`config.mk`:
```
export PLATFORM = sky130hd
export DESIGN_NAME = cpu_sequencer_flat
export DESIGN_NICKNAME = d
export VERILOG_FILES = /design/src/rtl/cpu_sequencer_pkg.sv /design/src/rtl/cpu_sequencer_if.sv /design/src/rtl/cpu_sequencer_seq_wait_timer.sv /design/src/rtl/cpu_sequencer.sv /design/src/flat_wrapper.sv
export SDC_FILE = /design/constraint.sdc
export NUM_CORES = 1
export LEC_CHECK = 0
export BUFFER_PORTS_ARGS = -buffer_cell sky130_fd_sc_hd__buf_4
export CORE_ASPECT_RATIO = 1.75
export CORE_MARGIN = 3
export CORE_UTILIZATION = 52
export DETAILED_ROUTE_END_ITERATION = 8
export PLACE_DENSITY = 0.95
export SETUP_SLACK_MARGIN = 0.15
export SYNTH_ARGS = -nofsm -noshare
export SYNTH_HDL_FRONTEND = slang
export SYNTH_SLANG_ARGS = --single-unit
```
`constraint.sdc`:
```
create_clock -name clk -period 2.6 [get_ports clk]
set_input_delay 0 -clock clk [delete_from_list [all_inputs] [get_ports clk]]
set_output_delay 0 -clock clk [all_outputs]
set_load 0.01 [all_outputs]
```
`src/rtl/cpu_sequencer_pkg.sv`:
```
// Shared definitions for the cpu_sequencer block: sequencer state encoding,
// instruction width and the instruction word that stops the machine.
package cpu_sequencer_pkg;

  localparam int INST_W = 32;

  // An all-zero instruction word parks the sequencer in HALT.
  localparam logic [INST_W-1:0] HALT_INST = 32'h0000_0000;

  typedef enum logic [2:0] {
    ST_IDLE   = 3'd0,
    ST_FETCH  = 3'd1,
    ST_DECODE = 3'd2,
    ST_EXEC   = 3'd3,
    ST_MEM    = 3'd4,
    ST_WB     = 3'd5,
    ST_HALT   = 3'd6,
    ST_FAULT  = 3'd7
  } seq_state_e;

  // States in which the sequencer waits on a memory acknowledge.
  function automatic logic is_wait_state(input seq_state_e s);
    return (s == ST_FETCH) || (s == ST_MEM);
  endfunction

endpackage

```
`src/rtl/cpu_sequencer_if.sv`:
```
// Memory-side bundle of the cpu_sequencer: instruction fetch handshake and
// data-memory strobes/acknowledge. master = sequencer, slave = memories.
interface cpu_sequencer_if #(
  parameter int PC_W = 32
);
  import cpu_sequencer_pkg::*;

  logic              imem_req;
  logic [PC_W-1:0]   imem_addr;
  logic              imem_ack;
  logic [INST_W-1:0] imem_rdata;
  logic              dmem_rd_en;
  logic              dmem_wr_en;
  logic              dmem_ack;

  modport master (
    output imem_req, imem_addr, dmem_rd_en, dmem_wr_en,
    input  imem_ack, imem_rdata, dmem_ack
  );

  modport slave (
    input  imem_req, imem_addr, dmem_rd_en, dmem_wr_en,
    output imem_ack, imem_rdata, dmem_ack
  );

endinterface

```
`src/rtl/cpu_sequencer_seq_wait_timer.sv`:
```
// Acknowledge wait timer: counts cycles spent waiting in FETCH or MEM and
// flags a timeout when the count would reach WAIT_MAX without an ack.
// An ack in that same cycle wins, so expire is suppressed by ack.
module seq_wait_timer #(
  parameter int WAIT_MAX = 15
) (
  input  logic clk,
  input  logic rst_n,
  input  logic clear,    // entering a wait state this cycle
  input  logic active,   // currently in a wait state
  input  logic ack,      // acknowledge for the current wait state
  output logic expire
);

  localparam int CNT_W = $clog2(WAIT_MAX + 1);
  localparam logic [CNT_W:0] LIMIT = WAIT_MAX[CNT_W:0];

  logic [CNT_W-1:0] cnt_q;
  logic [CNT_W-1:0] cnt_d;
  logic [CNT_W:0]   cnt_inc_s;

  assign cnt_inc_s = {1'b0, cnt_q} + {{CNT_W{1'b0}}, 1'b1};
  assign expire    = active && !ack && (cnt_inc_s == LIMIT);

  // Next count: clear on entry, count each un-acked waiting cycle, else hold.
  always_comb begin
    cnt_d = cnt_q;
    if (clear) begin
      cnt_d = {CNT_W{1'b0}};
    end else if (active && !ack) begin
      cnt_d = cnt_inc_s[CNT_W-1:0];
    end else begin
      cnt_d = cnt_q;
    end
  end

  // Counter register.
  always_ff @(posedge clk or negedge rst_n) begin
    if (!rst_n) begin
      cnt_q <= {CNT_W{1'b0}};
    end else begin
      cnt_q <= cnt_d;
    end
  end

endmodule

```
`src/rtl/cpu_sequencer.sv`:
```
// cpu_sequencer: multi-cycle instruction sequencer
// (IDLE/FETCH/DECODE/EXEC/MEM/WB, absorbing HALT and FAULT).
// Optional macro SINGLE_STEP_EN: adds the step port; each registered 0->1
// edge of step releases exactly one instruction from IDLE. Without it the
// sequencer free-runs.
module cpu_sequencer
  import cpu_sequencer_pkg::*;
#(
  parameter int PC_W         = 32,
  parameter int MEM_WAIT_MAX = 15
) (
  input  logic              clk,
  input  logic              rst_n,
`ifdef SINGLE_STEP_EN
  input  logic              step,
`endif
  cpu_sequencer_if.master   bus,
  output logic [INST_W-1:0] inst,
  input  logic              ctl_branch,
  input  logic              ctl_mem_read,
  input  logic              ctl_mem_write,
  input  logic              ctl_reg_write,
  input  logic              alu_zero,
  input  logic [PC_W-1:0]   branch_addr,
  output logic              reg_wr_en,
  output logic [PC_W-1:0]   pc,
  output logic              halted,
  output logic              fault
);

  seq_state_e        state_q, state_d;
  logic [PC_W-1:0]   pc_q, pc_d;
  logic [INST_W-1:0] inst_q, inst_d;
  logic              imem_req_q;
  logic              halted_q;
  logic              fault_q;
  logic              go_s;
  logic              timer_clear_s;
  logic              timer_active_s;
  logic              timer_ack_s;
  logic              timer_expire_s;

`ifdef SINGLE_STEP_EN
  logic step_q, step_prev_q;
  logic step_pend_q, step_pend_d;

  // A pending step is consumed by IDLE->FETCH; a new registered rise re-arms it.
  always_comb begin
    if ((state_q == ST_IDLE) && step_pend_q) begin
      step_pend_d = 1'b0;
    end else begin
      step_pend_d = step_pend_q;
    end
    if (step_q && !step_prev_q) begin
      step_pend_d = 1'b1;
    end else begin
      step_pend_d = step_pend_d;
    end
  end

  // Step synchroniser, edge history and pending-step flag.
  always_ff @(posedge clk or negedge rst_n) begin
    if (!rst_n) begin
      step_q      <= 1'b0;
      step_prev_q <= 1'b0;
      step_pend_q <= 1'b0;
    end else begin
      step_q      <= step;
      step_prev_q <= step_q;
      step_pend_q <= step_pend_d;
    end
  end

  assign go_s = step_pend_q;
`else
  logic start_q;

  // Holds IDLE for one edge after reset release so the first FETCH starts on
  // the second rising edge.
  always_ff @(posedge clk or negedge rst_n) begin
    if (!rst_n) begin
      start_q <= 1'b0;
    end else begin
      start_q <= 1'b1;
    end
  end

  assign go_s = start_q;
`endif

  // Only FETCH/MEM acknowledges are seen by the timer; others are ignored.
  assign timer_active_s = is_wait_state(state_q);
  assign timer_ack_s    = (state_q == ST_MEM) ? bus.dmem_ack : bus.imem_ack;
  assign timer_clear_s  = is_wait_state(state_d) && (state_d != state_q);

  seq_wait_timer #(
    .WAIT_MAX (MEM_WAIT_MAX)
  ) u_wait_timer (
    .clk    (clk),
    .rst_n  (rst_n),
    .clear  (timer_clear_s),
    .active (timer_active_s),
    .ack    (timer_ack_s),
    .expire (timer_expire_s)
  );

  // Next-state, instruction-register and program-counter logic.
  always_comb begin
    state_d = state_q;
    pc_d    = pc_q;
    inst_d  = inst_q;
    case (state_q)
      ST_IDLE: begin
        state_d = go_s ? ST_FETCH : ST_IDLE;
      end
      ST_FETCH: begin
        if (bus.imem_ack) begin
          inst_d  = bus.imem_rdata;
          state_d = ST_DECODE;
        end else if (timer_expire_s) begin
          state_d = ST_FAULT;
        end else begin
          state_d = ST_FETCH;
        end
      end
      ST_DECODE: begin
        state_d = (inst_q == HALT_INST) ? ST_HALT : ST_EXEC;
      end
      ST_EXEC: begin
        state_d = (ctl_mem_read || ctl_mem_write) ? ST_MEM : ST_WB;
      end
      ST_MEM: begin
        if (bus.dmem_ack) begin
          state_d = ST_WB;
        end else if (timer_expire_s) begin
          state_d = ST_FAULT;
        end else begin
          state_d = ST_MEM;
        end
      end
      ST_WB: begin
        state_d = ST_IDLE;
        // Word-addressed increment; natural wrap from all-ones to zero.
        pc_d = (ctl_branch && alu_zero) ? branch_addr : pc_q + PC_W'(1);
      end
      ST_HALT: begin
        state_d = ST_HALT;
      end
      ST_FAULT: begin
        state_d = ST_FAULT;
      end
      default: begin
        state_d = ST_FAULT;
      end
    endcase
  end

  // Sequencer state plus registered status outputs derived from next state.
  always_ff @(posedge clk or negedge rst_n) begin
    if (!rst_n) begin
      state_q    <= ST_IDLE;
      pc_q       <= {PC_W{1'b0}};
      inst_q     <= {INST_W{1'b0}};
      imem_req_q <= 1'b0;
      halted_q   <= 1'b0;
      fault_q    <= 1'b0;
    end else begin
      state_q    <= state_d;
      pc_q       <= pc_d;
      inst_q     <= inst_d;
      imem_req_q <= (state_d == ST_FETCH);
      halted_q   <= (state_d == ST_HALT);
      fault_q    <= (state_d == ST_FAULT);
    end
  end

  // Strobes gate the live decoded controls with the registered state, so the
  // controls are never captured and each strobe is confined to its one state.
  assign bus.dmem_rd_en = (state_q == ST_MEM) && ctl_mem_read;
  assign bus.dmem_wr_en = (state_q == ST_MEM) && ctl_mem_write;
  assign reg_wr_en      = (state_q == ST_WB) && ctl_reg_write;

  assign bus.imem_req  = imem_req_q;
  assign bus.imem_addr = pc_q;
  assign pc            = pc_q;
  assign inst          = inst_q;
  assign halted        = halted_q;
  assign fault         = fault_q;

endmodule
```
`src/flat_wrapper.sv`:
```
// flat-port wrapper written by rule: the top's interface ports become plain ports
module cpu_sequencer_flat import cpu_sequencer_pkg::*;
#(
  parameter int PC_W         = 32,
  parameter int MEM_WAIT_MAX = 15
)
  (clk, rst_n, inst, ctl_branch, ctl_mem_read, ctl_mem_write, ctl_reg_write, alu_zero, branch_addr, reg_wr_en, pc, halted, fault, bus_imem_req, bus_imem_addr, bus_dmem_rd_en, bus_dmem_wr_en, bus_imem_ack, bus_imem_rdata, bus_dmem_ack);
  cpu_sequencer_if #(.PC_W(PC_W)) bus_i ();
  input  logic clk;
  input  logic rst_n;
  output logic [INST_W-1:0] inst;
  input  logic ctl_branch;
  input  logic ctl_mem_read;
  input  logic ctl_mem_write;
  input  logic ctl_reg_write;
  input  logic alu_zero;
  input  logic [PC_W-1:0] branch_addr;
  output logic reg_wr_en;
  output logic [PC_W-1:0] pc;
  output logic halted;
  output logic fault;
  output wire logic [$bits(bus_i.imem_req)-1:0] bus_imem_req;
  output wire logic [$bits(bus_i.imem_addr)-1:0] bus_imem_addr;
  output wire logic [$bits(bus_i.dmem_rd_en)-1:0] bus_dmem_rd_en;
  output wire logic [$bits(bus_i.dmem_wr_en)-1:0] bus_dmem_wr_en;
  input wire logic [$bits(bus_i.imem_ack)-1:0] bus_imem_ack;
  input wire logic [$bits(bus_i.imem_rdata)-1:0] bus_imem_rdata;
  input wire logic [$bits(bus_i.dmem_ack)-1:0] bus_dmem_ack;
  assign bus_imem_req = bus_i.imem_req;
  assign bus_imem_addr = bus_i.imem_addr;
  assign bus_dmem_rd_en = bus_i.dmem_rd_en;
  assign bus_dmem_wr_en = bus_i.dmem_wr_en;
  assign bus_i.imem_ack = bus_imem_ack;
  assign bus_i.imem_rdata = bus_imem_rdata;
  assign bus_i.dmem_ack = bus_dmem_ack;
  cpu_sequencer #(.PC_W(PC_W), .MEM_WAIT_MAX(MEM_WAIT_MAX)) u_core (.clk(clk), .rst_n(rst_n), .bus(bus_i), .inst(inst), .ctl_branch(ctl_branch), .ctl_mem_read(ctl_mem_read), .ctl_mem_write(ctl_mem_write), .ctl_reg_write(ctl_reg_write), .alu_zero(alu_zero), .branch_addr(branch_addr), .reg_wr_en(reg_wr_en), .pc(pc), .halted(halted), .fault(fault));
endmodule
```
# --- After elaboration in Yosys (flattened, before gate mapping) ---
# Cells that the tools add are included.
word_totals:
  in_bits: 73
  regBits: 75
  word_cells: 50
  output_inout_bits: 102
op_classes:
  n_eq_ne: 13
  reduce_logical: 15
  n_addsub: 2
  mux: 12
op_table:
  columns: ["cell", "n"]
  rows:
  - ["adder 32 x 1 -> 32 bit (second input constant)", 1]
  - ["logical NOT 32 bit", 1]
  - ["two-way mux 32 bit", 1]
  - ["one-hot mux 3 bit (8 select lines)", 1]
  - ["== test 3 bit (second input constant)", 7]
  - ["two-way mux 3 bit", 4]
  - ["two-way mux 4 bit", 2]
  - ["logical AND 1 bit", 7]
  - ["== test 3 x 1 -> 1 bit (second input constant)", 2]
  - ["== test 3 x 2 -> 1 bit (second input constant)", 2]
  - ["adder 4 x 1 -> 5 bit (second input constant)", 1]
  - ["== test 5 x 4 -> 1 bit (second input constant)", 1]
  - ["logical NOT 3 bit", 1]
  - ["logical OR 1 bit", 3]
  - ["two-way mux 1 bit", 3]
  - ["!= test 3 bit", 1]
  - ["two-way mux 2 bit", 1]
  - ["AND reduction 2 bit", 1]
  - ["nonzero test 2 bit", 1]
  - ["logical NOT 1 bit", 1]

# --- Depth between registers and ports, before layout ---
depth:
  ltp_word: 12
  mapped_depth: 8
  mapped_depth_nobuf: 8

# --- Cells and area by module ---
# A second synthesis with hierarchy kept.
unflattened:
  cells_unflattened: 461
  hier_area_um2: 4481.8
modules_own_cells:
  columns: ["module", "area_each_um2", "cells_each", "n_inst", "seq_area_each_um2"]
  rows:
  - ["cpu_sequencer", 4221.5, 435, 1, 1776.7]
  - ["seq_wait_timer", 260.2, 26, 1, 100.1]

# --- Worst setup path before layout ---
# OpenSTA, ideal clock, no wires.
synth_timing:
  path_kind: "flip-flop to flip-flop"
  from: "reg u_core.pc_q[0] (netlist: u_core.bus.imem_addr[0])"
  to: "reg u_core.pc_q[22] (netlist: u_core.bus.imem_addr[22])"
  setup_ns: 0.137
  path_stages_with_launch: 8
  arrival_time_ns: 1.679
  n_path_buf: 0
  slack_ns: 0.784
  required_ns: 2.463
  synth_period_minus_slack_ns: 1.816
  path_cell_list: "dfrtp_1 > ha_1 > nand3_1 > nor4_4 > and3_1 > nand2_1 > o22ai_1 > a21oi_1"
synth_via:
  elab_chain_len: 2
synth_rtl:
  columns: ["element", "line", "rtl"]
  rows:
  - ["start, declared", "cpu_sequencer.sv:32", "logic [PC_W-1:0] pc_q, pc_d;"]
  - ["start signal, assigned", "cpu_sequencer.sv:162", "pc_q <= {PC_W{1'b0}};"]
  - ["start signal, assigned", "cpu_sequencer.sv:169", "pc_q <= pc_d;"]
  - ["adder 32 x 1 -> 32 bit", "cpu_sequencer.sv:144", "pc_d = (ctl_branch && alu_zero) ? branch_addr : pc_q + PC_W'(1);"]
  - ["two-way mux 32 bit", "cpu_sequencer.sv:144", null]
# Every way passes these cells.
# A chain may end at the register's enable or synchronous reset.

# --- Worst setup path in the final report ---
layout_timing:
  from: "reg u_core.state_q[0]"
  to: "out reg_wr_en"
layout_via:
  elab_chain_len: 2
layout_rtl:
  columns: ["element", "line", "rtl"]
  rows:
  - ["start, declared", "cpu_sequencer.sv:31", "seq_state_e state_q, state_d;"]
  - ["start signal, assigned", "cpu_sequencer.sv:168", "state_q <= state_d;"]
  - ["== test 3 bit", "cpu_sequencer.sv:181", "assign reg_wr_en = (state_q == ST_WB) && ctl_reg_write;"]
  - ["logical AND 1 bit", "cpu_sequencer.sv:181", null]
  - ["end, declared", "flat_wrapper.sv:18", "output logic reg_wr_en;"]
# Every way passes these cells.

==> impl_metrics.toml <==
[status]
status = "finished with violations"
violations = "hold timing"

[sta]
fin_tns_setup_ns = 0
worstMarginPinSlew_ns = 0.959
fmax_mhz = 460
setup_violations = 0
drv_slew = 0
post-route-period-util_pct = 83.6
min_period_ns = 2.17
fin_hold_ws_ns = -0.000730
skew_ns = 0.00604
rsz0062_at_grt = "no"
relSlewSlack_pct = 36.1
finalHoldViolations = 1

[floorplanning]
die_h_um = 124
start_util_pct = 53.9
coreArea_mm2 = 0.00767
die_w_um = 73.4
ios = 175
rows = 42
die_area_mm2 = 0.00910

[critical_path]
cp-end-kind = "output pin"
arrival_ns = 2.17
reg2reg_from = "u_core.u_wait_timer.cnt_q[0]"
slowest_delay_ns = 0.60
path_max_fanout = 14
critPathKind = "reg -> out"
r2r_slack_ns = 0.46
critPathSlowestCell = "dfrtp_1"
crit_path_start_kind = "flip-flop"
cp.required_ns = 2.60
r2r_cells = 7
path_common_cell = "buf_4"
cp_cell_sequence = "nand2_1, nor2_2, buf_4, and2_1, buf_4"
r2r_end = "u_core.bus.imem_req"

[flow_run]
drv_cap = 0

[synthesis]
synth_cell_types = 53
synth.most_common_cell = "dfrtp_1"
synthFlopType = "dfrtp_1"
syn_nets = 506
synth_edf_count = 0
synth_top_area_cell = "dfrtp_1"
ys_warn_count = 0
synth_area_mm2 = 0.00413
synth-seq-cells = 75
synth_cells = 430
synth_area_leaders = "dfrtp_1, mux2_2, buf_4, a21oi_1, nand2_1"
synthTopCellsByCount = "dfrtp_1, a21oi_1, nand2_1"
yosysTopAreaCellShare_pct = 45.4
async_reset_ff_share_pct = 100
ys_seq_area_share_pct = 45.4
synth_area_per_cell_um2 = 9.61

[detailed_routing]
routed-via-count = 4239
drt-wirelength-per-cell_um = 19.5
drt-total-wl_mm = 13.8
firstDrtPassIters = 5
drtIter0Drc = 401
vias_per_cell = 6.01
drc = 0
antenna_left = 0

[clock_network]
cts_resized = 0
ctsHoldBuffers = 46
clkTransAtPathRegs_ns = 0.06
cts_sinks = 75
clk_latency_ns = 0.34
cts_buffer_depth = 2
tritoncts = "built"
post_cts_buffers = 0
numCtsBuffers = 9
htree_levels = 3
cts_root_buf = "clkbuf_16"

[grt]
grt_pass1_vias = 4234
met1_usage_pct = 33.3
busiest_layer = "met2"
grt_max_degree = 76
grt-ovfl-total = 0
gr-usage-met3_pct = 7.03
grt_usage_pct = 30.2
met2_usage_pct = 53.3
grt_pass1_wl_mm = 21.0
antenna_found_initial = 0

[power_and_ir_drop]
ir_drop_v = 0.000766
power_density_mw_per_mm2 = 1150
p_total_uw = 6890
p_leak_uw = 0.00275

[worst_hold_path]
hold_start = "branch_addr[14]"
min_to = "u_core.bus.imem_addr[14]"
hold_depth = 3
hold_class = "in -> reg"

[placement]
gp_congestion = 0.907
place_area_mm2 = 0.00526
port_buffers = 174
post-dp-hpwl_mm = 9.04

[final_layout]
design_area_mm2 = 0.00600
diodes = 0
syn2layout_area_growth_pct = 45.2
layout-drive-gt1-share_pct = 38.9
final_nets = 688
-- power breakdown --
part	total [uW]	leakage (uW)	switching [uW]	internal [uW]
Sequential	2520	0.000885	800	1720
Combinational	3180	0.00173	1510	1670
Clock	1190	0.000135	493	695
Total	6890	0.00275	2810	4090
-- state kept, by name, summed over array words and instances (netlist names) --
name,cells
u_core.halted,1
u_core.bus.imem_addr,32
u_core.u_wait_timer.cnt_q,4
u_core.fault,1
u_core.go_s,1
u_core.bus.imem_req,1
u_core.state_q,3
u_core.inst,32
-- worst max path at each step --
stage	startpoint	to	slack, ns	cells past startpoint
after global routing	u_core.bus.imem_addr[0]	u_core.bus.imem_addr[22]	0.29	7
final	u_core.state_q[0]	reg_wr_en	0.43	5
after CTS	u_core.state_q[0]	reg_wr_en	0.51	5
after detailed placement	u_core.bus.imem_addr[0]	u_core.bus.imem_addr[22]	0.53	7
after global placement	u_core.bus.imem_addr[0]	u_core.bus.imem_addr[22]	0.65	7
after floorplan	u_core.bus.imem_addr[0]	u_core.bus.imem_addr[22]	0.78	7
-- layer usage --
layer	vias to the layer above	part of all wire (%)
met5	-	0
met4	0	3.5
li1	1909	-
met3	51	8.1
met2	257	54
met1	2022	35
-- worst max-delay path: cells and delay by family, from the launching register on --
family / cells / cell delay [ns]
buffers and inverters: 2 / 0.42
and+or+nand+nor: 3 / 0.81
DFF: 1 / 0.60
-- cell type report --
class	instances	area, um2
clock buffers	12	256
clock inverters	4	25.0
fillers	442	1670
inverters	7	26.3
multi-input cells	292	1890
flip-flops and latches	75	1880
well taps	88	110
repair buffers	227	1820
-- metrics by stage --
| stage | cells | utilization (%) | setup WS [ns] |
|---|---|---|---|
| 2_1_floorplan | 430 | - | 0.784 |
| 3_3_place_gp | 643 | 68.6 | 0.645 |
| 3_5_place_dp | 643 | 68.6 | 0.526 |
| 4_1_cts | 705 | 78.2 | 0.507 |
| 5_1_grt | 705 | 78.2 | 0.288 |
| 6_report | 705 | 78.2 | 0.427 |
-- cell families after synthesis --
logic type | Yosys count | synth area share (%)
and+or+nand+nor | 133 | 17.5
AOI/OAI and AO/OA | 118 | 17.2
buffers and inverters | 63 | 9.02
adders and majority gates | 3 | 0.908
DFF | 75 | 45.4
other | 1 | 0.0907
muxes | 34 | 9.20
xor gates and xnor gates | 3 | 0.636
-- layout by cell type (no fill, tap or decap), types with 2 or more instances in the layout --
cell type      count
and2_1             3
o21ai_0           23
nor3b_1            3
ha_1               3
dlygate4sd3_1     46
nor4_4             2
a32oi_1            2
a2bb2oi_1          9
and4_1             2
nand4_1           10
nand2_1           38
xnor2_1            2
a21oi_1           45
dfrtp_1           75
nor3_1             5
mux2_2            32
buf_4            181
o21ai_1            2
clkinv_2           2
clkinvlp_4         2
inv_1              6
a31oi_1            5
clkbuf_8           2
o22ai_1           15
and3_1             9
nand3_1           16
nor2_1            26
nand3_4            2
o21bai_1           3
mux2i_1            2
a211oi_1           2
a21o_1             2
clkbuf_16          9
nor4_1             8
(Power assumes the default switching activity.)
